### config.mk
export PLATFORM = sky130hd
export DESIGN_NAME = rx_frame_buffer_flat
export DESIGN_NICKNAME = d
export VERILOG_FILES = /design/src/rtl/rx_frame_buffer_if.sv /design/src/rtl/rx_frame_buffer.sv /design/src/flat_wrapper.sv
export SDC_FILE = /design/constraint.sdc
export NUM_CORES = 1
export LEC_CHECK = 0
export ABC_CLOCK_PERIOD_IN_PS = 3000
export BUFFER_PORTS_ARGS = -buffer_cell sky130_fd_sc_hd__buf_2
export CELL_PAD_IN_SITES_DETAIL_PLACEMENT = 1
export CELL_PAD_IN_SITES_GLOBAL_PLACEMENT = 1
export CORE_MARGIN = 4
export CORE_UTILIZATION = 40
export DETAILED_ROUTE_END_ITERATION = 7
export PLACE_DENSITY = 0.65
export SLEW_MARGIN = 20
export SYNTH_ARGS = -nofsm -noshare
export SYNTH_HDL_FRONTEND = slang
export SYNTH_SLANG_ARGS = --single-unit
export TNS_END_PERCENT = 30
### constraint.sdc
create_clock -name Clock -period 3 [get_ports Clock]
set_input_delay 0.9 -clock Clock [delete_from_list [all_inputs] [get_ports Clock]]
set_output_delay 0.9 -clock Clock [all_outputs]
set_load 0.01 [all_outputs]
### src/rtl/rx_frame_buffer_if.sv
// Frame handshake bundle between the UART receiver, the receive buffer and its consumer.
// master drives received frames and OutReady; slave (the buffer) presents the head frame.
interface rx_frame_buffer_if;
  logic [7:0] DataIn;
  logic [2:0] ErrorIn;
  logic       FrameValid;
  logic       OutReady;
  logic       OutValid;
  logic [7:0] OutData;
  logic [2:0] OutError;

  modport master (
    output DataIn,
    output ErrorIn,
    output FrameValid,
    output OutReady,
    input  OutValid,
    input  OutData,
    input  OutError
  );

  modport slave (
    input  DataIn,
    input  ErrorIn,
    input  FrameValid,
    input  OutReady,
    output OutValid,
    output OutData,
    output OutError
  );
endinterface

### src/rtl/rx_frame_buffer.sv
// Receive-side show-ahead FIFO storing {error flags, data byte} frames from the UART receiver,
// with sticky overrun detection and optional discarding and counting of errored frames.
module rx_frame_buffer #(
  parameter int DEPTH    = 8,
  parameter int ADDR_W   = 3,
  parameter bit DROP_ERR = 1'b0
) (
  input  logic              Clock,
  input  logic              Reset,
  rx_frame_buffer_if.slave  frameIf,
  input  logic              ClearStatus,
  output logic [ADDR_W:0]   Count,
  output logic              Full,
  output logic              Empty,
  output logic              Overrun,
  output logic [7:0]        ErrCount
);

  localparam logic [ADDR_W:0] FULL_COUNT = (ADDR_W + 1)'(DEPTH);
  localparam logic [7:0]      ERR_MAX    = 8'hFF;

  logic [10:0]       mem [DEPTH];

  logic [ADDR_W-1:0] wrPtrReg, wrPtrNext;
  logic [ADDR_W-1:0] rdPtrReg, rdPtrNext;
  logic [ADDR_W:0]   countReg, countNext;
  logic              overrunReg, overrunNext;
  logic [7:0]        errCountReg, errCountNext;

  logic              frameHasError;
  logic              errDrop;
  logic              pushReq;
  logic              popEn;
  logic              wrEn;
  logic              overrunEvent;
  logic              isFull;
  logic              isEmpty;
  logic [10:0]       headEntry;

  assign isFull  = (countReg == FULL_COUNT);
  assign isEmpty = (countReg == '0);

  // Errored frames are only filtered when DROP_ERR is set; otherwise they are stored with flags.
  assign frameHasError = (frameIf.ErrorIn != 3'b000);
  assign errDrop       = DROP_ERR && frameIf.FrameValid && frameHasError;
  assign pushReq       = frameIf.FrameValid && !errDrop;

  // A pop needs a visible head, so OutReady against an empty buffer does nothing.
  assign popEn         = !isEmpty && frameIf.OutReady;
  assign wrEn          = pushReq && (!isFull || popEn);
  assign overrunEvent  = pushReq && isFull && !popEn;

  always_comb begin
    wrPtrNext    = wrPtrReg;
    rdPtrNext    = rdPtrReg;
    countNext    = countReg;
    overrunNext  = overrunReg;
    errCountNext = errCountReg;

    // Pointers wrap naturally because DEPTH is a power of two.
    if (wrEn) begin
      wrPtrNext = wrPtrReg + 1'b1;
    end
    if (popEn) begin
      rdPtrNext = rdPtrReg + 1'b1;
    end

    unique case ({wrEn, popEn})
      2'b10:   countNext = countReg + 1'b1;
      2'b01:   countNext = countReg - 1'b1;
      default: countNext = countReg;
    endcase

    // A fresh event in the same cycle as ClearStatus takes precedence over the clear.
    if (overrunEvent) begin
      overrunNext = 1'b1;
    end else if (ClearStatus) begin
      overrunNext = 1'b0;
    end

    if (errDrop) begin
      if (ClearStatus) begin
        errCountNext = 8'd1;
      end else if (errCountReg != ERR_MAX) begin
        errCountNext = errCountReg + 8'd1;
      end
    end else if (ClearStatus) begin
      errCountNext = 8'd0;
    end
  end

  always_ff @(posedge Clock) begin
    if (Reset) begin
      wrPtrReg    <= '0;
      rdPtrReg    <= '0;
      countReg    <= '0;
      overrunReg  <= 1'b0;
      errCountReg <= 8'd0;
    end else begin
      wrPtrReg    <= wrPtrNext;
      rdPtrReg    <= rdPtrNext;
      countReg    <= countNext;
      overrunReg  <= overrunNext;
      errCountReg <= errCountNext;
    end
  end

  // Storage is deliberately not reset; a write coincident with reset is discarded.
  always_ff @(posedge Clock) begin
    if (wrEn && !Reset) begin
      mem[wrPtrReg] <= {frameIf.ErrorIn, frameIf.DataIn};
    end
  end

  // Head entry is read asynchronously so the oldest frame is visible the cycle after it lands.
  assign headEntry = mem[rdPtrReg];

  always_comb begin
    frameIf.OutValid = !isEmpty;
    frameIf.OutData  = 8'h00;
    frameIf.OutError = 3'b000;
    if (!isEmpty) begin
      frameIf.OutData  = headEntry[7:0];
      frameIf.OutError = headEntry[10:8];
    end
  end

  assign Count    = countReg;
  assign Full     = isFull;
  assign Empty    = isEmpty;
  assign Overrun  = overrunReg;
  assign ErrCount = errCountReg;

endmodule

### src/flat_wrapper.sv
// flat-port wrapper written by rule: the top's interface ports become plain ports
module rx_frame_buffer_flat 
#(
  parameter int DEPTH    = 8,
  parameter int ADDR_W   = 3,
  parameter bit DROP_ERR = 1'b0
)
  (Clock, Reset, ClearStatus, Count, Full, Empty, Overrun, ErrCount, frameIf_DataIn, frameIf_ErrorIn, frameIf_FrameValid, frameIf_OutReady, frameIf_OutValid, frameIf_OutData, frameIf_OutError);
  rx_frame_buffer_if frameIf_i ();
  input  logic Clock;
  input  logic Reset;
  input  logic ClearStatus;
  output logic [ADDR_W:0] Count;
  output logic Full;
  output logic Empty;
  output logic Overrun;
  output logic [7:0] ErrCount;
  input wire logic [$bits(frameIf_i.DataIn)-1:0] frameIf_DataIn;
  input wire logic [$bits(frameIf_i.ErrorIn)-1:0] frameIf_ErrorIn;
  input wire logic [$bits(frameIf_i.FrameValid)-1:0] frameIf_FrameValid;
  input wire logic [$bits(frameIf_i.OutReady)-1:0] frameIf_OutReady;
  output wire logic [$bits(frameIf_i.OutValid)-1:0] frameIf_OutValid;
  output wire logic [$bits(frameIf_i.OutData)-1:0] frameIf_OutData;
  output wire logic [$bits(frameIf_i.OutError)-1:0] frameIf_OutError;
  assign frameIf_i.DataIn = frameIf_DataIn;
  assign frameIf_i.ErrorIn = frameIf_ErrorIn;
  assign frameIf_i.FrameValid = frameIf_FrameValid;
  assign frameIf_i.OutReady = frameIf_OutReady;
  assign frameIf_OutValid = frameIf_i.OutValid;
  assign frameIf_OutData = frameIf_i.OutData;
  assign frameIf_OutError = frameIf_i.OutError;
  rx_frame_buffer #(.DEPTH(DEPTH), .ADDR_W(ADDR_W), .DROP_ERR(DROP_ERR)) u_core (.Clock(Clock), .Reset(Reset), .frameIf(frameIf_i), .ClearStatus(ClearStatus), .Count(Count), .Full(Full), .Empty(Empty), .Overrun(Overrun), .ErrCount(ErrCount));
endmodule
== Yosys cells after proc, flatten, opt, wreduce, memory -nomap -nowiden ==
Memories as Yosys holds them, arrays and structs flattened. A register that Yosys moved wholly into a read port is not among the register bits.
Cells that the tools add are included.

* Flip-flop bits (word level): 11
* Bits in latches: 0
* Bits in writable memories: 88
* Memory bits (read-only): 0
* Bits of input ports: 16
* Memories kept: 1

{| class="wikitable"
|+ Memories
! name !! words !! width !! read ports !! clocked after Yosys merged registers in !! wr ports !! RTL line !! text
|-
| u_core.mem || 8 || 11 || 1 || 1 || 1 || rx_frame_buffer.sv:22 || <nowiki>logic [10:0] mem [DEPTH];</nowiki>
|}

* Add/sub/neg operators: 4
* Multipliers: 0
* Div/mod/pow operators: 0
* $lt $le $gt $ge: 0
* Equality and inequality tests: 3
* Shift-type cells: 0
* Mux-type cells: 9
* Bitwise gates (word level): 0
* Reductions and logical operators: 13

{| class="wikitable"
|+ Operators with widths
! cell !! count
|-
| $mux 3 || 3
|-
| $mux 8 || 1
|-
| $pmux 4 s2 || 1
|-
| $add 3x1->3 const B || 2
|-
| $logic_and 1x1->1 || 5
|-
| $add 4x1->4 const B || 1
|-
| $eq 4x4->1 const B || 1
|-
| $logic_not 1->1 || 4
|-
| $logic_not 4->1 || 1
|-
| $mux 1 || 4
|-
| $reduce_bool 2->1 || 2
|-
| $sub 4x1->4 const B || 1
|-
| $eq 2x1->1 const B || 1
|-
| $eq 2x2->1 const B || 1
|-
| $logic_or 1x1->1 || 1
|}

== Depth between registers and ports, before layout ==
Gate-level depths: netlist (run 1).

* Depth after elaboration: 8
* Gate-level depth with buffers: 10
* Depth with buffers taken out: 9

== Worst setup path before layout (run 1) ==
OpenSTA, ideal clock, no wires.

* Kind: input -> register
* Start: in Reset
* End: mem u_core.mem[0][0], enable pin
* Arrival: 2408 ps
* Setup slack: 180 ps
* Cell stages on the path: 3
* Buffers on the path: 1
* Path through: clkbuf_1 > nor2_1 > nor4b_1

* Word-level cells in the longest chain between the ends: 4

{| class="wikitable"
|+ Ends and longest elaborated chain
! what !! RTL line !! text
|-
| start, declared || flat_wrapper.sv:11 || <nowiki>input logic Reset;</nowiki>
|-
| $logic_not 1->1 || rx_frame_buffer.sv:110 || <nowiki>if (wrEn && !Reset) begin</nowiki>
|-
| $logic_and 1x1->1 || rx_frame_buffer.sv:110 ||
|-
| $mux 1 || rx_frame_buffer.sv:110 ||
|-
| $mux 1 (not written as such) || rx_frame_buffer.sv:111 || <nowiki>mem[wrPtrReg] <= {frameIf.ErrorIn, frameIf.DataIn};</nowiki>
|-
| end, declared || rx_frame_buffer.sv:22 ||
|}

Every way passes these cells.

== Worst setup path in the final report (run 1) ==
* Start: reg u_core.countReg[0], in the netlist u_core.Count[0]
* End: reg u_core.countReg[3], in the netlist u_core.Count[3]

* Word-level cells in the longest chain between the ends: 7
* Elaborated cells between the ends (all ways): 13

{| class="wikitable"
|+ Ends and longest elaborated chain
! what !! RTL line !! text
|-
| start, declared || rx_frame_buffer.sv:26 || <nowiki>logic [ADDR_W:0] countReg, countNext;</nowiki>
|-
| start signal, assigned || rx_frame_buffer.sv:102 || <nowiki>countReg <= countNext;</nowiki>
|-
| $logic_not 4->1 || rx_frame_buffer.sv:41 || <nowiki>assign isEmpty = (countReg == '0);</nowiki>
|-
| $logic_not 1->1 || rx_frame_buffer.sv:49 || <nowiki>assign popEn = !isEmpty && frameIf.OutReady;</nowiki>
|-
| $logic_and 1x1->1 || rx_frame_buffer.sv:49 ||
|-
| $logic_or 1x1->1 || rx_frame_buffer.sv:50 || <nowiki>assign wrEn = pushReq && (!isFull || popEn);</nowiki>
|-
| $logic_and 1x1->1 || rx_frame_buffer.sv:50 ||
|-
| $eq 2x1->1 / $eq 2x2->1 (equally long branches) || rx_frame_buffer.sv:68 || <nowiki>unique case ({wrEn, popEn})</nowiki>
|-
| $pmux 4 s2 / $reduce_bool 2->1 (equally long branches) || - ||
|}

Several ways; a longest one is shown, not always the timed one.
A chain may end at the register's enable or synchronous reset.

==> flow_summary.ini, run 1 <==
[run_status]
status = completed

[clock_tree]
clock_latency_ns = 0.36
ctsResizeCount = 0
cts.sinks = 102
cts.reportedPaths.clkPinSlew_ns = 0.10
cts_root_buffer = clkbuf_8
cts_max_level = 3
cts_hold_repair.buffers = 0
tritoncts = yes
cts-buffers-inserted = 9
cts_setup_buffers = 0
max-clock-path-buffers = 2

[drt]
met2_length_mm = 3.97
met1Wirelength_mm = 3.55
via_per_inst = 5.12
route.detailed.drc = 0
routed.top_layer = met4
ant_nets = 0
num_vias = 2115
dr.first_iter.drc_count = 64
route.met3.wl_um = 239
avgRoutedWirePerCell_um = 19.1
dr.pass1.iters = 4
finalWirelength_mm = 7.88

[sta]
finalHoldViolCount = 0
timing.setup.tns_ns = 0
period_share_pct = 92.8
period_minus_slack_ns = 2.78
clock.fmax_mhz = 359
finClkSkew_ns = 0.00711
rsz0062_at_grt = no
drv_slew = 0
hold_slack_ns = 0.540
final-setup-viol-count = 0

[final_layout]
nFillCells = 969
layout-drive-gt1-share_pct = 33.9
syn2layout_area_growth_pct = 14.7
final_core_util_pct = 47.6
multi_input_area_um2 = 1140
nNetsFinal = 296
ff_latch_area_um2 = 2920
diodes = 0

[power_and_ir_drop]
ir_drop_mv = 0.375
p_leak_nw = 1.61
p_per_area_nw_per_um2 = 728

[placed_design]
io_buffers = 34
globalplace.congestion = 0.717
dp_hpwl_mm = 5.10

[floorplanning]
dieWidth_um = 109
die_h_um = 109
core_um2 = 9910
rows = 36
die_area_um2 = 12000
ios = 43
start_util_pct = 41.5

[yosys]
synth_top_flop_cell = edfxtp_1
yosys-top-cells-area = edfxtp_1 (64%), mux4_2 (12%), dfxtp_1 (6.8%)
async_reset_ff_share_pct = 0
synth_top_area_share_pct = 64.3
yosysSeqAreaShare_pct = 71.1
ys_types = 33
ys_ff_latch = 102
ys_warn_count = 0
synth_edf_count = 88
syn_avg_cell_area_um2 = 18.0
yosys.area.top_type = edfxtp_1
syn_inst = 229
synthesis.area_um2 = 4110

[global_routing]
grt_first_pass_wirelength_mm = 12.7
grt_max_degree = 23
antenna_found_initial = 0
overflow = 0
grtUsageTotal_pct = 14.5
first_global_vias = 2273

[critical_path]
required_ns = 3.26
cpPeakStageDelay_ns = 0.68
crit_chain = or4b_1, o21ai_4, ha_1, or3_1, o32ai_1, mux2_2
crit_type = reg -> reg
endpoint_kind = flip-flop
cp_slowest_cell = or4b_1
cp_max_fo = 8
startpoint_type = flip-flop
cp.arrival_ns = 3.04

[worst_hold_path]
hp-class = reg -> reg

[flow_run]
max-cap-violations = 0
## layout by cell type (no fill, tap or decap), drive strengths merged, types with 2 or more instances in the layout
| cell | n |
|---|---|
| a21oi | 4 |
| mux2i | 14 |
| clkinv | 3 |
| mux4 | 22 |
| or3 | 2 |
| xor2 | 6 |
| o211ai | 2 |
| inv | 5 |
| o21ai | 2 |
| nor2b | 5 |
| conb | 8 |
| dfxtp | 14 |
| clkbuf | 9 |
| buf | 47 |
| nor4 | 2 |
| ha | 5 |
| nor2 | 26 |
| edfxtp | 88 |
| nor3 | 3 |
## per-stage QoR
stage | total power, mW | cells | instance area (um^2) | worst slack [ns]
6_report | 3.43 | 413 | 4720 | 0.215
5_1_grt | 3.63 | 413 | 4720 | 0.0425
4_1_cts | 3.49 | 413 | 4720 | 0.179
3_5_place_dp | 2.64 | 397 | 4510 | 0.193
3_3_place_gp | 2.63 | 397 | 4510 | 0.269
2_1_floorplan | 2.30 | 236 | 4140 | 0.180
## worst max-delay path: cells and delay by family (launching register included)
| family | cells | cell delay, ns |
|---|---|---|
| DFF | 1 | 0.39 |
| adders and majority gates | 1 | 0.37 |
| and+or+nand+nor | 2 | 1.07 |
| muxes | 1 | 0.37 |
| AOI/OAI and AO/OA | 2 | 0.49 |
## registers in the layout, indices dropped and copies added (netlist names), named ones only
name             count
u_core.Count         4
u_core.Overrun       1
u_core.mem          88
u_core.rdPtrReg      3
u_core.wrPtrReg      3
## cell usage after synthesis, drive strengths merged (2+ instances only)
cell	count
xor2	6
inv	2
nor2b	5
clkbuf	8
nor4	2
mux2i	14
mux4	22
dfxtp	14
ha	5
o21ai	2
or3	2
a21oi	4
edfxtp	88
o211ai	2
nor2	26
buf	11
nor3	3
## final timing paths
path,from,end,slack (ns),depth (start not counted)
setup / recovery,u_core.Count[0],u_core.Count[3],0.22,6
hold / removal,u_core.rdPtrReg[2],u_core.rdPtrReg[2],0.54,2
setup reg to reg,u_core.Count[0],u_core.Count[3],0.22,6
hold reg to reg,u_core.rdPtrReg[2],u_core.rdPtrReg[2],0.54,2
## metal layers
| layer | vias up | track usage (%) |
|---|---|---|
| li1 | 968 | - |
| met1 | 1100 | 19.7 |
| met2 | 37 | 23.8 |
| met3 | 10 | 2.23 |
| met4 | 0 | 5.34 |
| met5 | - | 0 |
## kinds of logic after synthesis
kind of cell / after synthesis / share of synthesized area, %
AND/OR/NAND/NOR: 46 / 5.60
adder cells (fa/ha/maj): 5 / 1.52
buffers and inverters: 21 / 2.74
multiplexers: 37 / 15.7
flip-flops: 102 / 71.1
AO/OA/AOI/OAI: 10 / 1.73
XOR/XNOR: 7 / 1.49
other: 1 / 0.0912
## power breakdown
part | switching [mW] | internal [mW] | total, mW
clock network | 0.514 | 0.332 | 0.846
registers | 0.0608 | 1.61 | 1.67
logic | 0.496 | 0.422 | 0.917
## area by class of cell
cell class / count / area share [%]
multi-input cells: 113 / 24.1
inverters: 2 / 0.159
clock inverters: 7 / 1.70
repair buffers: 47 / 5.94
clock buffers: 9 / 2.63
well taps: 133 / 3.53
flip-flops and latches: 102 / 62.0
(Power assumes the default switching activity.)
==> run 2, diff against run 1 <==
CORE_UTILIZATION = 30   (was 40)
CTS_BUF_LIST = sky130_fd_sc_hd__clkbuf_8   (was default)
PLACE_DENSITY = 0.51   (was 0.65)
==> run 2 against run 1 <==
Compared with the run above: critical path depth did not move; core utilization fell by 12 points; register-to-register slack barely moved; highest routed layer unchanged.
==> flow_summary.ini, run 2 (synthesized netlist as in run 1, its figures left out) <==
[global_routing]
grtUsageTotal_pct = 11.3
first_global_vias = 2236
antenna_found_initial = 0
grt_first_pass_wirelength_mm = 13.2
grt_max_degree = 23
overflow = 0

[drt]
ant_nets = 0
finalWirelength_mm = 8.45
avgRoutedWirePerCell_um = 18.5
dr.pass1.iters = 4
route.detailed.drc = 0
num_vias = 2074
dr.first_iter.drc_count = 203
via_per_inst = 4.55

[clock_tree]
ctsResizeCount = 0
cts_max_level = 3
cts_root_buffer = clkbuf_8
cts_setup_buffers = 0
tritoncts = yes
clock_latency_ns = 0.36
max-clock-path-buffers = 2
cts.sinks = 102
cts-buffers-inserted = 9
cts_hold_repair.buffers = 0
cts.reportedPaths.clkPinSlew_ns = 0.09

[power_and_ir_drop]
switchingPower_mw = 1.00
seq_power_share_pct = 50.2
p_comb_share_pct = 27.8
switching_share_pct = 30.2
p_per_area_nw_per_um2 = 703
p_leak_nw = 1.60
p_clk_share_pct = 22.0
ir_drop_mv = 0.326
p_int_mw = 2.32

[placed_design]
io_buffers = 34
dp_hpwl_mm = 5.30
post_dp_cell_area_um2 = 4570
globalplace.congestion = 0.689
dp_cells = 440

[floorplanning]
core_um2 = 13300
dieWidth_um = 125
die_h_um = 125
rows = 42
die_area_um2 = 15600
start_util_pct = 30.8
ios = 43

[final_layout]
fin_area_um2 = 4720
final_common_cell = edfxtp_1
stdcell_count = 456
layout-drive-gt1-share_pct = 32.5
regMostFlops = u_core.mem
syn2layout_area_growth_pct = 14.9
largest_reg_flops = 88
diodes = 0
layout_common_cells = edfxtp_1 (88), buf_2 (34), nor2_1 (25)
nNetsFinal = 296

[sta]
clock.fmax_mhz = 361
timing.setup.tns_ns = 0
period_minus_slack_ns = 2.77
period_share_pct = 92.4
hold_slack_ns = 0.545
final-setup-viol-count = 0
rsz0062_at_grt = no
finClkSkew_ns = 0.00891
finalHoldViolCount = 0
drv_slew = 0

[run_status]
status = completed

[critical_path]
crit_type = reg -> reg
required_ns = 3.26
cp.arrival_ns = 3.03
startpoint_type = flip-flop
cp_max_fo = 8
endpoint_kind = flip-flop

[worst_hold_path]
hp-class = reg -> reg

[flow_run]
max-cap-violations = 0
run 2: final timing paths:
kind	to	slack, ns	from	cells after the start
min reg2reg	u_core.rdPtrReg[2]	0.54	u_core.rdPtrReg[2]	2
max	u_core.Count[3]	0.23	u_core.Count[1]	6
min	u_core.rdPtrReg[2]	0.54	u_core.rdPtrReg[2]	2
max reg2reg	u_core.Count[3]	0.23	u_core.Count[1]	6
run 2: metrics by stage:
stage,total power [mW],utilization (%),worst slack (ns)
after floorplan,2.30,-,0.180
after global placement,2.63,34.2,0.257
after detailed placement,2.66,34.2,0.203
after CTS,3.40,35.4,0.151
after global routing,3.54,35.4,0.0331
final,3.32,35.4,0.229
run 2: cell type report:
cell class	instances	area (um^2)
Fill cell	1382	8620
Multi-Input combinational cell	113	1140
Sequential cell	102	2920
Clock inverter	7	33.8
Timing Repair Buffer	47	280
Tap cell	176	220
Clock buffer	9	124
Inverter	2	7.51
run 2: routing by layer:
layer	share of wire [%]	wire, um	track usage, %	up-vias
met2	50	4230	18.5	38
met5	0	0	0	-
li1	-	-	-	964
met1	44	3740	14.3	1065
met4	0.95	80	2.49	0
met3	4.7	399	4.39	7
run 2: critical path: stages (launching register included):
cell and delay [ns]:
dfxtp_1 0.39, or4b_1 0.66, o21ai_4 0.34, ha_1 0.37, or3_1 0.39, o32ai_1 0.15
mux2_2 0.37
run 2: power by group through the flow:
stage / clock (mW) / sequential (mW) / combinational, mW
6_report: 0.731 / 1.67 / 0.924
3_5_place_dp: 0 / 1.70 / 0.953
3_3_place_gp: 0 / 1.70 / 0.937
2_1_floorplan: 0 / 1.70 / 0.603
4_1_cts: 0.776 / 1.67 / 0.955
5_1_grt: 0.827 / 1.68 / 1.03
